### src/rtl/alu_add.sv
// rtl/alu_add.sv - registered two-operand adder with carry/overflow/zero/negative flags (optional saturation via ADD_SATURATE_EN)
module alu_add #(
    parameter int WIDTH = 8
) (
    input  logic             clk,
    input  logic             rst_n,
    input  logic             in_valid,
    input  logic [WIDTH-1:0] opA,
    input  logic [WIDTH-1:0] opB,
    input  logic             cin,
`ifdef ADD_SATURATE_EN
    input  logic             sat_signed,
`endif
    output logic [WIDTH-1:0] result,
    output logic             carry,
    output logic             overflow,
    output logic             zero,
    output logic             negative,
    output logic             out_valid
);

    localparam logic [WIDTH-1:0] MAX_POS = {1'b0, {(WIDTH-1){1'b1}}};
    localparam logic [WIDTH-1:0] MIN_NEG = {1'b1, {(WIDTH-1){1'b0}}};
    localparam logic [WIDTH-1:0] ALL_ONE = {WIDTH{1'b1}};

    logic [WIDTH:0]   sum_full;
    logic [WIDTH-1:0] sum_raw;
    logic             carry_raw;
    logic             ovf_raw;
    logic [WIDTH-1:0] sum_final;

    // Full-width sum; the extra top bit is the unsigned carry-out.
    always_comb begin
        sum_full  = {1'b0, opA} + {1'b0, opB} + {{WIDTH{1'b0}}, cin};
        sum_raw   = sum_full[WIDTH-1:0];
        carry_raw = sum_full[WIDTH];
        // Signed overflow: operands agree in sign but the wrapped sum does not.
        ovf_raw   = (opA[WIDTH-1] == opB[WIDTH-1]) && (sum_raw[WIDTH-1] != opA[WIDTH-1]);
    end

`ifdef ADD_SATURATE_EN
    // Clamp the sum; carry/overflow flags still report the raw condition.
    always_comb begin
        sum_final = sum_raw;
        if (sat_signed) begin
            if (ovf_raw) begin
                sum_final = opA[WIDTH-1] ? MIN_NEG : MAX_POS;
            end
        end else if (carry_raw) begin
            sum_final = ALL_ONE;
        end
    end
`else
    // Without saturation the result simply wraps modulo 2^WIDTH.
    always_comb begin
        sum_final = sum_raw;
    end
`endif

    // Output register: capture only on in_valid so idle operands never disturb held values.
    always_ff @(posedge clk or negedge rst_n) begin
        if (!rst_n) begin
            result    <= '0;
            carry     <= 1'b0;
            overflow  <= 1'b0;
            zero      <= 1'b0;
            negative  <= 1'b0;
            out_valid <= 1'b0;
        end else begin
            out_valid <= in_valid;
            if (in_valid) begin
                result   <= sum_final;
                carry    <= carry_raw;
                overflow <= ovf_raw;
                zero     <= (sum_final == '0);
                negative <= sum_final[WIDTH-1];
            end
        end
    end

endmodule

### config.mk
export PLATFORM = sky130hd
export DESIGN_NAME = alu_add
export DESIGN_NICKNAME = d
export VERILOG_FILES = /design/src/rtl/alu_add.sv
export SDC_FILE = /design/constraint.sdc
export NUM_CORES = 1
export LEC_CHECK = 0
export ABC_AREA = 0
export CAP_MARGIN = 10
export CORE_ASPECT_RATIO = 1.5
export CORE_MARGIN = 2
export CORE_UTILIZATION = 29
export DETAILED_ROUTE_END_ITERATION = 10
export PLACE_DENSITY = 0.68
export SETUP_SLACK_MARGIN = 0.4
export SLEW_MARGIN = 20
export SYNTH_ARGS = -nofsm -noshare
export SYNTH_HDL_FRONTEND = slang
export SYNTH_SLANG_ARGS = --single-unit
export TNS_END_PERCENT = 10
### constraint.sdc
create_clock -name clk -period 2.3 [get_ports clk]
set_input_delay 0.345 -clock clk [delete_from_list [all_inputs] [get_ports clk]]
set_output_delay 0.345 -clock clk [all_outputs]
set_load 0.1 [all_outputs]
Word level (Yosys, flattened, before mapping)
Index checks and enable logic that the tools add are counted.
{ "op_classes": {"eq_ne": 2, "n_addsub": 2, "n_reduce_logical": 2} }
{ "op_table": {"columns": ["cell", "count"], "rows": [
  ["8-bit by 8-bit adder with 9-bit output", 1],
  ["9-bit by 1-bit adder with 9-bit output", 1],
  ["8-bit zero test", 1],
  ["1-bit == test", 1],
  ["1-bit logical AND", 1],
  ["1-bit != test", 1]
]} }
{ "totals": {"input_bits": 20, "out_inout_bits": 13, "reg_bits": 13} }

Longest topological paths before layout
{ "depth": {"depth_word": 4, "depth_mapped": 9, "mapped_depth_nobuf": 9} }

Worst setup path before layout
OpenSTA, ideal clock, no wires.
{ "synth_timing": {"kind": "input to register", "from": "input opA[0]", "to": "register result[6]", "cell_stages": 9, "setup_time_ps": 69, "arrival_ps": 1924, "setup_slack_ps": 307, "cell_sequence": "inv_1 -> fa_1 -> inv_1 -> fa_1 -> a211o_1 -> o211ai_1 -> a21oi_1 -> a211oi_2 -> mux2_2"} }
{ "synth_via": {"elab_chain_cells": 2} }
{ "synth_rtl": {"columns": ["element", "line_no", "source"], "rows": [
  ["start: declaration", "8", "input logic [WIDTH-1:0] opA,"],
  ["8-bit by 8-bit adder with 9-bit output", "34", "sum_full = {1'b0, opA} + {1'b0, opB} + {{WIDTH{1'b0}}, cin};"],
  ["9-bit by 1-bit adder with 9-bit output", "34", null],
  ["end signal: assignment", "72", "result <= sum_final;"],
  ["end: declaration", "14", "output logic [WIDTH-1:0] result,"]
]} }
No other way between the ends.
A chain may end at the register's enable or synchronous reset.

Worst setup path in the final report
{ "layout_timing": {"from": "input opA[5]", "to": "register overflow"} }
{ "layout_via": {"elab_chain_cells": 4} }
{ "layout_rtl": {"columns": ["element", "line_no", "source"], "rows": [
  ["8-bit by 8-bit adder with 9-bit output", "34", null],
  ["9-bit by 1-bit adder with 9-bit output", "34", null],
  ["1-bit != test", "38", "ovf_raw = (opA[WIDTH-1] == opB[WIDTH-1]) && (sum_raw[WIDTH-1] != opA[WIDTH-1]);"],
  ["1-bit logical AND", "38", null],
  ["end signal: assignment", "74", "overflow <= ovf_raw;"],
  ["end: declaration", "16", "output logic overflow,"]
]} }
No other way between the ends.

==> results.toml <==
[clocking]
clock_tree.root_cell = "clkbuf_8"
htree_levels = 1
clock_sinks = 12
clockBufferDepth = 2
postCtsSetupBuffers = 0
cts_buffers = 3
clk_pin_slew_worst_paths_ns = 0.05
clock_latency_ns = 0.23
cts_tree = "done"

[layout]
seqCellArea_um2 = 300
diodes = 0
syn2layout_area_growth_pct = 55.7
multi_input_area_um2 = 622
drive_above_1_share = 0.409
final_cell_mix = "21 x buf_4, 13 x clkdlybuf4s50_1, 12 x dfrtp_1, 6 x nor2_1"
fill_cells = 294
fin_nets = 162
layout_commonest_cell = "buf_4"

[grt]
antenna_found_initial = 0
grt.total_usage = 0.117
grt_max_degree = 13
gr-total-overflow = 0
grt_pass1_wl_um = 3330
grt_pass1_vias = 844

[timing]
period_minus_slack_ns = 1.94
fin_ws_ns = 0.356
setup_violations = 0
rsz0062_at_grt = "true"
slew_headroom = 0.657
hold_viol = 0
clock_skew_ns = 0
hold_slack_ns = 0.452
tightest_slew_ns = 0.513
drv_slew = 0
max_freq_ghz = 0.514
fin_crit_sh = 0.845

[power_and_ir_drop]
power.internal_uw = 594
seq_power_share = 0.239
p_comb_frac = 0.566
peakVddDrop_uv = 337
pwr_density_cell_mw_per_mm2 = 792
p_switching_uw = 535
netSwitchingFraction = 0.474
power_leakage_nw = 0.627
clock_power_share = 0.196

[drt]
viasPerCell = 4.83
routedWlPerCell_um = 11.5
finalWirelength_um = 1970
antenna_left = 0
drtIter0Drc = 8
vias = 830
drt_first_pass_iters = 2
drc_errors = 0

[synthesis]
syn_avg_cell_area_um2 = 9.96
synthArstFlopShare = 1.00
yosysSeqAreaShare = 0.328
synth-seq-cells = 12
synth_area_um2 = 916
ys_warn_count = 0
syn_inst = 92
syn_nets = 121
ys.flop_type = "dfrtp_1"
synth_cell_types = 41
synth_edf_count = 0

[worst_setup_path]
start_kind = "input pin"
required_ns = 2.42
worstSetupPathType = "input pin to flop"
worst_ep_arrival_time_ns = 2.07
endpoint_kind = "flop"
crit_fanout = 10

[die]
die_x_um = 49.9
initial_core_util = 0.296
ioPinCount = 33
fp.dieH_um = 72.8
dieArea_mm2 = 0.00363
core.rowCount = 25
core_area_mm2 = 0.00310

[run_status]
status = "completed"

[min_path]
hold_class = "input pin to asynchronous set/reset pin"

[place]
gp_routability_congestion = 0.699
place.port_buffers = 32
place_ws_ns = -0.416
dp.final_hpwl_um = 1640

[run]
drv_cap = 0
## state kept, by name (all words and copies together) (netlist names)
signal and cells:
zero 1, result 8, carry 1, overflow 1, out_valid 1
## power groups by stage
| stage | Combinational [mW] | Sequential (mW) | Clock [mW] |
|---|---|---|---|
| after global placement | 0.616 | 0.271 | 0 |
| after floorplan | 0.191 | 0.547 | 0 |
| final | 0.639 | 0.270 | 0.221 |
| after detailed placement | 0.621 | 0.274 | 0 |
| after global routing | 0.674 | 0.274 | 0.236 |
| after CTS | 0.641 | 0.271 | 0.225 |
## synth_stat cells (2+ instances only)
library cell  count  share of area
mux2_2            5          0.061
nor3_1            3          0.016
dfrtp_1          12           0.33
nand2_1           4          0.016
nor2_1            6          0.025
nand2b_1          3          0.020
a211oi_2          2          0.027
o21ai_0           3          0.016
a21oi_2           2          0.019
mux2i_1           2          0.022
fa_1              2          0.044
o211ai_1          2          0.016
a21oi_1           4          0.022
ha_1              7          0.096
nor2b_1           2          0.014
inv_1             8          0.033
## final timing paths
path                       startpoint        end  slack, ns  cells past startpoint
max                            opA[5]   overflow       0.36                      7
min                             rst_n   overflow       0.45                      1
max reg2reg                  overflow   overflow       1.46                      2
min reg2reg                      zero       zero       0.50                      2
max in group asynchronous       rst_n  result[0]       1.50                      1
min in group clk                 zero       zero       0.50                      2
## worst max-delay path, cell delays in order
cell,delay (ns)
clkdlybuf4s50_1,0.52
ha_4,0.25
a21oi_2,0.13
nand2_1,0.10
o21a_1,0.19
or3_1,0.31
a41o_1,0.23
## metrics by stage
| stage | util | setup TNS, ns | instance area (um^2) | power, mW | std cells |
|---|---|---|---|---|---|
| finish | 0.461 | 0 | 1430 | 1.13 | 172 |
| global route | 0.461 | 0 | 1430 | 1.18 | 172 |
| CTS | 0.461 | 0 | 1430 | 1.14 | 172 |
| detailed placement | 0.424 | -2.02 | 1310 | 0.895 | 168 |
| global placement | 0.424 | -1.86 | 1310 | 0.887 | 168 |
| floorplan | - | 0 | 942 | 0.737 | 92 |
## logic make-up after synthesis
family / synth area share
buffers and inverters: 0.0628
adder cells (fa/ha/maj): 0.139
multiplexers: 0.0833
flip-flops: 0.328
XOR/XNOR: 0.0191
AO/OA/AOI/OAI: 0.191
AND/OR/NAND/NOR: 0.176
## final cells by class
| type | count | area share |
|---|---|---|
| sequential | 12 | 0.211 |
| tap | 40 | 0.0351 |
| timing repair buffer | 40 | 0.246 |
| multi-input combinational | 68 | 0.436 |
| inverter | 8 | 0.0333 |
| clock buffer | 4 | 0.0386 |
## metal layers
metal  share of wire  global-route usage
met1            0.39               0.115
met2            0.57               0.230
met3           0.026              0.0143
met4           0.011              0.0679
met5               0                   0
## timing repair
item | in CTS | in global routing
setup endpoints to repair | 10 | 6
pin swaps | 6 | 0
hold buffers | 0 | 0
resized for setup | 28 | 0
Note: power is estimated with default switching activity, not from simulation.
